File: config.mk
export PLATFORM = sky130hd
export DESIGN_NAME = local_port_sink_flat
export DESIGN_NICKNAME = d
export VERILOG_FILES = /design/src/rtl/local_port_sink_if.sv /design/src/rtl/local_port_sink.sv /design/src/flat_wrapper.sv
export SDC_FILE = /design/constraint.sdc
export NUM_CORES = 1
export LEC_CHECK = 0
export BUFFER_PORTS_ARGS = -buffer_cell sky130_fd_sc_hd__buf_2
export CORE_UTILIZATION = 25
export CTS_BUF_LIST = sky130_fd_sc_hd__clkbuf_16
export DETAILED_ROUTE_END_ITERATION = 8
export PLACE_DENSITY_LB_ADDON = 0.12
export SETUP_SLACK_MARGIN = 0.02
export SYNTH_ARGS = -nofsm -noshare
export SYNTH_HDL_FRONTEND = slang
export SYNTH_SLANG_ARGS = --single-unit
File: constraint.sdc
create_clock -name clk -period 2.3 [get_ports clk]
set_clock_uncertainty 0.05 [all_clocks]
set_input_delay 0.115 -clock clk [delete_from_list [all_inputs] [get_ports clk]]
set_output_delay 0.115 -clock clk [all_outputs]
set_load 0.02 [all_outputs]
File: src/rtl/local_port_sink_if.sv
// ---------------------------------------------------------------------------
// local_port_sink_if
// Flit handshake between a switch local (IP) output port and its sink.
//   data_i      : flit {last, dest addr, data}, driven by the switch
//   wr_ready_in : switch presents a valid flit on data_i
//   r_ready_out : sink can accept a flit this cycle
// Modports: master = switch side, slave = sink side.
// ---------------------------------------------------------------------------
interface local_port_sink_if #(
  parameter int FLIT_SIZE = 13
);
  logic [FLIT_SIZE-1:0] data_i;
  logic                 wr_ready_in;
  logic                 r_ready_out;

  modport master (output data_i, output wr_ready_in, input r_ready_out);
  modport slave  (input data_i, input wr_ready_in, output r_ready_out);
endinterface

File: src/rtl/local_port_sink.sv
// ---------------------------------------------------------------------------
// local_port_sink
// Receive endpoint on a switch local output port. Reassembles packets,
// checks that every flit is addressed to ADDR, and keeps saturating
// statistics. Optionally throttles r_ready_out one cycle in STALL_PERIOD.
//
// Ports:
//   clk         : clock, rising edge
//   a_rst       : synchronous active-low reset
//   port        : local_port_sink_if.slave (data_i, wr_ready_in, r_ready_out)
//   pack_done   : one-cycle pulse on good packet completion
//   pack_len    : flit count of the last good packet
//   pack_sum    : XOR checksum of the last good packet
//   pack_cnt    : good packets
//   flit_cnt    : accepted flits (good or dropped)
//   err_cnt     : errored packets
//   busy        : packet in progress (BODY or DROP)
//
// Build option: define RX_CHECKSUM_EN to treat the last flit's data as an
// XOR checksum of the preceding flits; mismatching packets count as errors.
// ---------------------------------------------------------------------------
module local_port_sink #(
  parameter  int DATA_SIZE    = 8,
  parameter  int ADDR_SIZE    = 4,
  parameter  int ADDR         = 0,
  parameter  int MAX_PACK_LEN = 8,
  parameter  int STALL_PERIOD = 0,
  parameter  int CNT_W        = 16,
  localparam int FLIT_SIZE    = DATA_SIZE + ADDR_SIZE + 1,
  localparam int LEN_W        = $clog2(MAX_PACK_LEN + 1)
) (
  input  logic                 clk,
  input  logic                 a_rst,
  local_port_sink_if.slave     port,
  output logic                 pack_done,
  output logic [LEN_W-1:0]     pack_len,
  output logic [DATA_SIZE-1:0] pack_sum,
  output logic [CNT_W-1:0]     pack_cnt,
  output logic [CNT_W-1:0]     flit_cnt,
  output logic [CNT_W-1:0]     err_cnt,
  output logic                 busy
);

  localparam int STALL_W = (STALL_PERIOD >= 2) ? $clog2(STALL_PERIOD) : 1;

  typedef enum logic [1:0] {S_IDLE, S_BODY, S_DROP} state_t;

  function automatic logic [CNT_W-1:0] sat_inc(input logic [CNT_W-1:0] v);
    return (&v) ? v : v + CNT_W'(1);
  endfunction

  state_t               r_state;
  logic                 r_ready;
  logic [STALL_W-1:0]   r_stall_cnt;
  logic [DATA_SIZE-1:0] r_sum;
  logic [LEN_W-1:0]     r_len;

  logic                 w_acc;
  logic                 w_last;
  logic                 w_addr_ok;
  logic [DATA_SIZE-1:0] w_data;
  logic [DATA_SIZE-1:0] w_prev_sum;
  logic [LEN_W-1:0]     w_len_nxt;
  logic                 w_ck_ok;
  logic [DATA_SIZE-1:0] w_rep_sum;

  assign port.r_ready_out = r_ready;
  assign busy             = (r_state != S_IDLE);

  assign w_acc     = port.wr_ready_in & r_ready;
  assign w_last    = port.data_i[FLIT_SIZE-1];
  assign w_addr_ok = (port.data_i[FLIT_SIZE-2:DATA_SIZE] == ADDR_SIZE'(ADDR));
  assign w_data    = port.data_i[DATA_SIZE-1:0];

  // IDLE and BODY share one decision path: in IDLE the flit opens a new
  // packet, so the running sum and length restart from zero.
  assign w_prev_sum = (r_state == S_BODY) ? r_sum : '0;
  assign w_len_nxt  = (r_state == S_BODY) ? r_len + LEN_W'(1) : LEN_W'(1);

`ifdef RX_CHECKSUM_EN
  assign w_ck_ok   = (w_data == w_prev_sum);
  assign w_rep_sum = w_prev_sum;
`else
  assign w_ck_ok   = 1'b1;
  assign w_rep_sum = w_prev_sum ^ w_data;
`endif

  // Ready throttle: ready for the coming cycle is low when the counter
  // sits at its top value, giving 1..1,0 with period STALL_PERIOD.
  always_ff @(posedge clk) begin
    if (!a_rst) begin
      r_ready     <= 1'b0;
      r_stall_cnt <= '0;
    end else if (STALL_PERIOD >= 2) begin
      r_ready     <= (r_stall_cnt != STALL_W'(STALL_PERIOD - 1));
      r_stall_cnt <= (r_stall_cnt == STALL_W'(STALL_PERIOD - 1)) ?
                     '0 : r_stall_cnt + STALL_W'(1);
    end else begin
      r_ready     <= 1'b1;
      r_stall_cnt <= '0;
    end
  end

  always_ff @(posedge clk) begin
    if (!a_rst) begin
      r_state   <= S_IDLE;
      pack_done <= 1'b0;
      pack_len  <= '0;
      pack_sum  <= '0;
      pack_cnt  <= '0;
      flit_cnt  <= '0;
      err_cnt   <= '0;
    end else begin
      pack_done <= 1'b0;
      if (w_acc) begin
        flit_cnt <= sat_inc(flit_cnt);
        r_sum    <= w_prev_sum ^ w_data;
        r_len    <= w_len_nxt;
        case (r_state)
          S_IDLE, S_BODY: begin
            if (!w_addr_ok) begin
              err_cnt <= sat_inc(err_cnt);
              r_state <= w_last ? S_IDLE : S_DROP;
            end else if (w_last) begin
              r_state <= S_IDLE;
              if (w_ck_ok) begin
                pack_done <= 1'b1;
                pack_len  <= w_len_nxt;
                pack_sum  <= w_rep_sum;
                pack_cnt  <= sat_inc(pack_cnt);
              end else begin
                err_cnt <= sat_inc(err_cnt);
              end
            end else if (w_len_nxt == LEN_W'(MAX_PACK_LEN)) begin
              // Length limit reached without a last flag: overlength.
              err_cnt <= sat_inc(err_cnt);
              r_state <= S_DROP;
            end else begin
              r_state <= S_BODY;
            end
          end
          S_DROP: begin
            if (w_last) r_state <= S_IDLE;
          end
          default: r_state <= S_IDLE;
        endcase
      end
    end
  end

endmodule

File: src/flat_wrapper.sv
// flat-port wrapper written by rule: the top's interface ports become plain ports
module local_port_sink_flat 
#(
  parameter  int DATA_SIZE    = 8,
  parameter  int ADDR_SIZE    = 4,
  parameter  int ADDR         = 0,
  parameter  int MAX_PACK_LEN = 8,
  parameter  int STALL_PERIOD = 0,
  parameter  int CNT_W        = 16,
  localparam int FLIT_SIZE    = DATA_SIZE + ADDR_SIZE + 1,
  localparam int LEN_W        = $clog2(MAX_PACK_LEN + 1)
)
  (clk, a_rst, pack_done, pack_len, pack_sum, pack_cnt, flit_cnt, err_cnt, busy, port_data_i, port_wr_ready_in, port_r_ready_out);
  local_port_sink_if #(.FLIT_SIZE((DATA_SIZE + ADDR_SIZE + 1))) port_i ();
  input  logic clk;
  input  logic a_rst;
  output logic pack_done;
  output logic [LEN_W-1:0] pack_len;
  output logic [DATA_SIZE-1:0] pack_sum;
  output logic [CNT_W-1:0] pack_cnt;
  output logic [CNT_W-1:0] flit_cnt;
  output logic [CNT_W-1:0] err_cnt;
  output logic busy;
  input wire logic [$bits(port_i.data_i)-1:0] port_data_i;
  input wire logic [$bits(port_i.wr_ready_in)-1:0] port_wr_ready_in;
  output wire logic [$bits(port_i.r_ready_out)-1:0] port_r_ready_out;
  assign port_i.data_i = port_data_i;
  assign port_i.wr_ready_in = port_wr_ready_in;
  assign port_r_ready_out = port_i.r_ready_out;
  local_port_sink #(.DATA_SIZE(DATA_SIZE), .ADDR_SIZE(ADDR_SIZE), .ADDR(ADDR), .MAX_PACK_LEN(MAX_PACK_LEN), .STALL_PERIOD(STALL_PERIOD), .CNT_W(CNT_W)) u_core (.clk(clk), .a_rst(a_rst), .port(port_i), .pack_done(pack_done), .pack_len(pack_len), .pack_sum(pack_sum), .pack_cnt(pack_cnt), .flit_cnt(flit_cnt), .err_cnt(err_cnt), .busy(busy));
endmodule
# Word-level counts from Yosys, hierarchy flattened
# Cells that the tools add are included.
[word_totals] ff_bits=76 in_bits=16 out_inout_bits=63 elab_cells=52
[op_classes] n_addsub=4 eq_ne=6 muxes=14 n_bitwise=4 reduce_logical=14
[ops] operator="$mux W16" n=4
[ops] operator="$add A16 B1 Y16 const B" n=3
[ops] operator="$reduce_and A16 Y1" n=3
[ops] operator="$reduce_and A4 Y1" n=3
[ops] operator="$mux W2" n=5
[ops] operator="$mux W8" n=1
[ops] operator="$xor A8 B8 Y8" n=1
[ops] operator="$ne A2 B2 Y1 const B" n=3
[ops] operator="$reduce_and A2 Y1" n=3
[ops] operator="$reduce_and A5 Y1" n=1
[ops] operator="$add A4 B1 Y4 const B" n=1
[ops] operator="$eq A4 B4 Y1 const B" n=1
[ops] operator="$logic_not A4 Y1" n=1
[ops] operator="$mux W4" n=1
[ops] operator="$pmux W2 S2" n=1
[ops] operator="$eq A2 B1 Y1 const B" n=1
[ops] operator="$eq A2 B2 Y1 const B" n=1
[ops] operator="$logic_not A2 Y1" n=1
[ops] operator="$mux W1" n=2
[ops] operator="$not A1 Y1" n=2
[ops] operator="$reduce_bool A2 Y1" n=1
[ops] operator="$reduce_or A2 Y1" n=1
[ops] operator="$and A1 B1 Y1" n=1

# Longest topological paths before layout
# Gate-level depths: netlist of run 1.
[logic_depth] word_depth=7 depth_mapped=8 depth_no_buf=6

# Least setup slack after synthesis of run 1
# Ideal clock, no wire load.
[synth_path] path_type="register to register" startpoint="register u_core.r_len[0]" endpoint="register u_core.err_cnt[5]" setup_time_ns=0.132 arrival_time_ns=2.087 required_ns=2.118 setup_slack_ns=0.030 path_stages_with_launch=9 n_path_buf=2 period_less_slack_ns=2.270 path_cell_list="edfxtp_1 -> ha_1 -> xor2_1 -> or3_4 -> o31a_1 -> buf_6 -> buf_2 -> o31ai_1 -> a21oi_1"
[synth_between] elab_chain_cells=5
[synth_rtl] item="start, declared" line_no="local_port_sink.sv:56" source="logic [LEN_W-1:0] r_len;"
[synth_rtl] item="start signal, assigned" line_no="local_port_sink.sv:118" source="r_len <= w_len_nxt;"
[synth_rtl] item="$add A4 B1 Y4" line_no="local_port_sink.sv:78" source="assign w_len_nxt = (r_state == S_BODY) ? r_len + LEN_W'(1) : LEN_W'(1);"
[synth_rtl] item="$mux W4" line_no="local_port_sink.sv:78"
[synth_rtl] item="$eq A4 B4 Y1" line_no="local_port_sink.sv:134" source="end else if (w_len_nxt == LEN_W'(MAX_PACK_LEN)) begin"
[synth_rtl] item="$ne A2 B2 Y1 (no line)"
[synth_rtl] item="$reduce_and A4 Y1 (no line)"
[synth_rtl] item="end signal, assigned" line_no="local_port_sink.sv:122" source="err_cnt <= sat_inc(err_cnt);"
[synth_rtl] item="end signal, assigned" line_no="local_port_sink.sv:132" source="err_cnt <= sat_inc(err_cnt);"
[synth_rtl] item="end signal, assigned" line_no="local_port_sink.sv:136" source="err_cnt <= sat_inc(err_cnt);"
[synth_rtl] item="end, declared" line_no="local_port_sink.sv:40" source="output logic [CNT_W-1:0] err_cnt,"
# Every way passes these cells.
# A chain may end at the register's enable or synchronous reset.

# Final worst setup path of run 1
[layout_path] startpoint="register u_core.r_len[0]" endpoint="register u_core.err_cnt[4]"
# Same word-level chain as after synthesis.

==> run summary, run 1 <==
CORE AREA -> 13,900 sq um
CTS Root Cell -> clkbuf_16
vias -> 3,244
crit path DAT -> 2510 ps
die area -> 14,800 sq um
Final Cell Area -> 4600 sq um
DP Area -> 4290 sq um
Leak Pwr -> 1.71 nW
setup slack after layout -> 12.3 ps
status -> finished, final reports clean
R2R Setup Slk -> 10 ps
total inserted antenna cells -> 0
DRT Pass-1 Iters -> 4
io pins -> 79
met3 wire length -> 366 microns
Worst-Margin Slew -> 690 ps
Clock Sinks -> 76
residual DRC count -> 0
final setup violating endpoints -> 0
initial antenna violation count -> 0
first-pass GRT wire length -> 15,400 microns
TritonCTS clock tree -> done
Storage cell area -> 1640 sq um
DR WL met2 -> 4480 microns
Global Route Usage Sum -> 13.4%
Hold Path Class -> input port to flop
pin count of the biggest net entering global routing -> 33
Fin. Hold Viols -> 0
Yosys cell types -> 49
clock transition at the registers of the reported paths -> 70 ps
DRT Wirelength -> 9550 microns
period utilization -> 99.5%
RSZ-0062 raised after global routing -> yes
area of the multi-input gates -> 1850 sq um
final core occ -> 33.0%
ranking of synthesized cells by area -> dfxtp_1, edfxtp_1, nor2_1
Die Wd -> 122 microns
Yosys reg bits -> 76
min Tclk post-route -> 2290 ps
grt total ovfl -> 0
CTS Buf Count -> 9
worst reg2reg path startpoint -> u_core.r_len[0]
Top FF cell, synth -> dfxtp_1
number of global-route vias before repair -> 3,060
Design Power -> 2.81 mW
area leader, netlist -> dfxtp_1
Layout Nets -> 521
pwr dens -> 611 nW/um^2
commonest cells after routing, fill and taps aside -> buf_2, dfxtp_1, nor2_1
Post-Syn Area per Cell -> 8.78 sq um
chip height -> 122 microns
hold_ws -> 50.8 ps
Post-synth EDFFs -> 12
I/O Buffers -> 78
# rows -> 43
DP HPWL -> 6700 microns
Routed Antenna Nets -> 0
Initial Utilization -> 25.6%
post-synthesis cell area -> 3570 sq um
max cap viols -> 0
post-synthesis sequential area ratio -> 46.0%
DR iter-0 viols -> 165
GP Congestion -> 0.726
Final Slew Violations -> 0
reg2reg path depth -> 7
clock insertion delay at the later pin of the skew report -> 340 ps
FMAX -> 437 MHz
Syn Nets -> 427
reg2reg end -> u_core.err_cnt[4]
Required @ worst endpoint -> 2520 ps
crit path capture -> u_core.err_cnt[4]
synth warn -> 0
CTS H-tree depth -> 3
most common cell after layout, fill and taps aside -> buf_2
crit-path max FO -> 20
Worst Setup Slack post-DPL -> -53.1 ps
Top Metal Used -> met4
Syn-to-layout area delta -> 28.9%
cell count after synthesis -> 407
critical path startpoint category -> flop
area fraction of the dominant cell type after synthesis -> 35.9%
wl on met1 -> 4600 microns
# fillers -> 1,486
WS Path Type -> flop to flop
Slew HR -> 53.7%
peak supply drop -> 0.000273 V
Critical Path End Type -> flop
Clock Tree Buf Depth -> 2
drt wl/cell -> 13.9 microns
post-DR vias/cell -> 4.73
crit path launch -> u_core.r_len[0]
share of layout cells above drive strength 1 -> 26.1%
Synth async-reset ratio -> 0%
## synthesized netlist by cell type, types with 4 or more instances
cell type and n:
a21oi_1 22, and2_1 5, and3_1 9, clkbuf_1 12, dfxtp_1 64, edfxtp_1 12, ha_1 4, inv_1 8
mux2i_1 6, nand2_1 41, nand2b_1 7, nand3_1 26, nand4_1 10, nor2_1 42, nor3_1 17, nor4_1 9
o211ai_1 4, o21a_1 4, o21ai_0 14, o31ai_1 15, or3_1 6, or4_1 14, xnor2_1 14, xor2_1 9
## worst max-delay path, cell delays in order (launching register included)
cell	delay (ps)
edfxtp_1	390
ha_2	200
xor2_1	160
or3_4	340
o31a_1	280
buf_12	160
or4_1	490
a21oi_1	130
## through the flow
step | cells | setup TNS, ps
6_report | 686 | 0
5_1_grt | 686 | -421
4_1_cts | 686 | 0
3_5_place_dp | 669 | -206
3_3_place_gp | 669 | -13.2
2_1_floorplan | 407 | 0
## registers in the layout, indices dropped and copies added, names as in the netlist, 2 cells and up
register and cells:
u_core.r_state 2, u_core.err_cnt 16, u_core.r_sum 8, u_core.flit_cnt 16, u_core.pack_len 4, u_core.r_len 4
u_core.pack_sum 8, u_core.pack_cnt 16
## area by class of cell
class / instances / share of cell area, %
multi-input combinational: 305 / 40.3
inverter: 9 / 0.734
timing repair buffer: 100 / 12.6
clock inverter: 7 / 0.951
clock buffer: 9 / 4.89
tap: 180 / 4.89
sequential: 76 / 35.7
## routing by layer
layer	vias up	GRT usage, %
met4	0	4.63
met3	10	3.56
met1	1521	17.5
li1	1668	-
met2	45	21.2
met5	-	0
## cell families (layout without fill, tap and decap cells)
kind of cell               after synthesis  in the layout  synth area share [%]
AOI/OAI and AO/OA                       71             71                  12.6
xor gates and xnor gates                23             23                  5.64
adders and majority gates                4              4                  1.40
buffers and inverters                   26            125                  3.12
DFF                                     76             76                  46.0
muxes                                    6              6                  1.68
and+or+nand+nor                        201            201                  29.6
## power by group
group,switching [mW],internal (mW),total (mW)
sequential,0.0101,1.36,1.37
clock,0.587,0.723,1.31
combinational,0.0823,0.0491,0.131
total,0.680,2.13,2.81
## repair_timing
action / 4_1_cts / 5_1_grt
gates resized for setup: 1 / 8
setup endpoints to repair: 8 / 9
pin swaps: 3 / 1
setup buffers: 1 / 0
hold buffers: 0 / 0
gates cloned: 0 / 0
## worst min-delay path by stage
stage	endpoint	cells past startpoint	slack (ps)	start
floorplan	u_core.port.r_ready_out	0	90	a_rst
global placement	u_core.pack_len[3]	2	390	u_core.pack_len[3]
detailed placement	u_core.pack_len[3]	2	400	u_core.pack_len[3]
CTS	u_core.r_sum[1]	2	50	port_data_i[1]
global route	u_core.r_sum[1]	2	60	port_data_i[1]
finish	u_core.r_sum[1]	2	50	port_data_i[1]
Note: power is estimated with default switching activity, not from simulation.
==> run 2, diff against run 1 <==
CORE_UTILIZATION = 45   (was 25)
==> run summary, run 2 (synthesis gave the netlist of run 1 again) <==
hold_sp -> port_data_i[5]
Clock Sinks -> 76
CTS Root Cell -> clkbuf_16
die area -> 8300 sq um
placed insts -> 591
Die Wd -> 91.1 microns
clock transition at the registers of the reported paths -> 60 ps
total inserted antenna cells -> 0
Global Route Usage Sum -> 20.6%
share of layout cells above drive strength 1 -> 24.8%
Critical Path End Type -> flop
drt wl/cell -> 13.7 microns
worst reg2reg path startpoint -> u_core.r_len[0]
CTS Buf Count -> 9
Leak Pwr -> 1.73 nW
reg2reg path depth -> 7
commonest cells after routing, fill and taps aside -> buf_2, dfxtp_1, nor2_1
delay-heaviest family, CP -> simple AND/OR/NAND/NOR gates
final setup violating endpoints -> 0
GP Congestion -> 0.735
RSZ-0062 raised after global routing -> yes
Syn-to-layout area delta -> 26.7%
fin cells -> 607
Hold Path Class -> input port to flop
status -> finished, final reports clean
max cap viols -> 0
# fillers -> 722
critical path startpoint category -> flop
I/O Buffers -> 78
Required @ worst endpoint -> 2510 ps
Design Power -> 2.99 mW
setup_tns -> 0 ps
final core occ -> 58.9%
Fin. Hold Viols -> 0
Post-CTS Setup Bufs -> 0
peak supply drop -> 0.000448 V
TritonCTS clock tree -> done
hold endpoint -> u_core.r_sum[5]
Initial Utilization -> 46.5%
chip height -> 91.1 microns
DR WL met2 -> 3850 microns
pin count of the biggest net entering global routing -> 33
wl on met1 -> 4120 microns
hold_ws -> 65.9 ps
CTS H-tree depth -> 3
CTS Hold Bufs -> 0
min Tclk post-route -> 2300 ps
vias -> 3,273
met3 wire length -> 269 microns
CP max stage cell -> or4_4
CORE AREA -> 7690 sq um
Worst-Margin Slew -> 678 ps
worst stage delay on the critical path -> 500 ps
initial antenna violation count -> 0
pwr dens -> 661 nW/um^2
Layout Nets -> 520
crit path DAT -> 2510 ps
# rows -> 32
most common cell after layout, fill and taps aside -> buf_2
crit-path cells -> ha_2 > xor2_1 > or3_4 > o31a_1 > buf_12 > or4_4 > a21oi_1
WS Path Type -> flop to flop
clock insertion delay at the later pin of the skew report -> 330 ps
CP Buf/Inv Count -> 1
reg2reg end -> u_core.err_cnt[4]
DR iter-0 viols -> 107
first-pass GRT wire length -> 13,900 microns
crit-path max FO -> 22
Final Slew Violations -> 0
period utilization -> 99.8%
DP HPWL -> 5650 microns
number of global-route vias before repair -> 2,934
Clock Tree Buf Depth -> 2
Slew HR -> 54.5%
DRT Wirelength -> 8290 microns
grt total ovfl -> 0
R2R Setup Slk -> 4 ps
post-DR vias/cell -> 5.39
io pins -> 79
Top Metal Used -> met4
Routed Antenna Nets -> 0
residual DRC count -> 0
FMAX -> 436 MHz
DRT Pass-1 Iters -> 5
hold depth -> 2
Regs by FF count -> u_core.err_cnt: 16 flops, u_core.flit_cnt: 16 flops, u_core.pack_cnt: 16 flops
[run 2: changes by cell type in the layout (fill, tap and decap cells not counted), sizes merged]
cell      before  now
inv            9   10
clkinvlp       4    2
bufinv         0    2
buf          100   99
clkinv         3    2
[run 2: worst max path at each step]
stage	from	end	slack, ps	cells past startpoint
3_3_place_gp	u_core.r_len[0]	u_core.err_cnt[3]	2	7
4_1_cts	u_core.r_len[0]	u_core.err_cnt[3]	2	7
5_1_grt	u_core.r_len[0]	u_core.err_cnt[5]	-70	7
6_report	u_core.r_len[0]	u_core.err_cnt[4]	4	7
3_5_place_dp	u_core.r_len[0]	u_core.err_cnt[5]	-40	7
2_1_floorplan	u_core.r_len[0]	u_core.err_cnt[5]	30	8
[run 2: cell type report]
class | instances | area (sq um) | share of cell area (%)
Clock buffer | 9 | 225 | 4.98
Clock inverter | 7 | 92.6 | 2.05
Inverter | 9 | 33.8 | 0.747
Multi-Input combinational cell | 305 | 1830 | 40.5
Sequential cell | 76 | 1640 | 36.3
Tap cell | 102 | 128 | 2.82
Timing Repair Buffer | 99 | 573 | 12.7
[run 2: per-stage QoR]
step,setup WS [ps],area (sq um)
finish,3.93,4520
global route,-74.0,4520
CTS,2.33,4520
detailed placement,-38.6,4200
global placement,1.97,4200
floorplan,30.4,3570
[run 2: worst reg2reg max path, cell delays in order (launching register included)]
cell	delay, ps
edfxtp_1	400
ha_2	200
xor2_1	170
or3_4	330
o31a_1	280
buf_12	160
or4_4	500
a21oi_1	140
[run 2: metal layers]
layer | vias to the layer above | GRT usage (%)
li1 | 1666 | -
met5 | - | 0
met2 | 55 | 33.5
met3 | 4 | 3.85
met4 | 0 | 7.01
met1 | 1548 | 27.5
[run 2: what timing repair did]
action,4_1_cts,5_1_grt
hold endpoints to repair,0,0
endpoints found under the setup margin,9,9
pin swaps,1,0
resized for setup,1,2
[run 2: power by group]
group / internal [mW] / total, mW / switching, mW / leakage (nW)
Sequential: 1.36 / 1.37 / 0.00802 / 0.624
Clock: 0.945 / 1.49 / 0.540 / 0.153
Combinational: 0.0532 / 0.136 / 0.0824 / 0.955
Total: 2.36 / 2.99 / 0.630 / 1.73
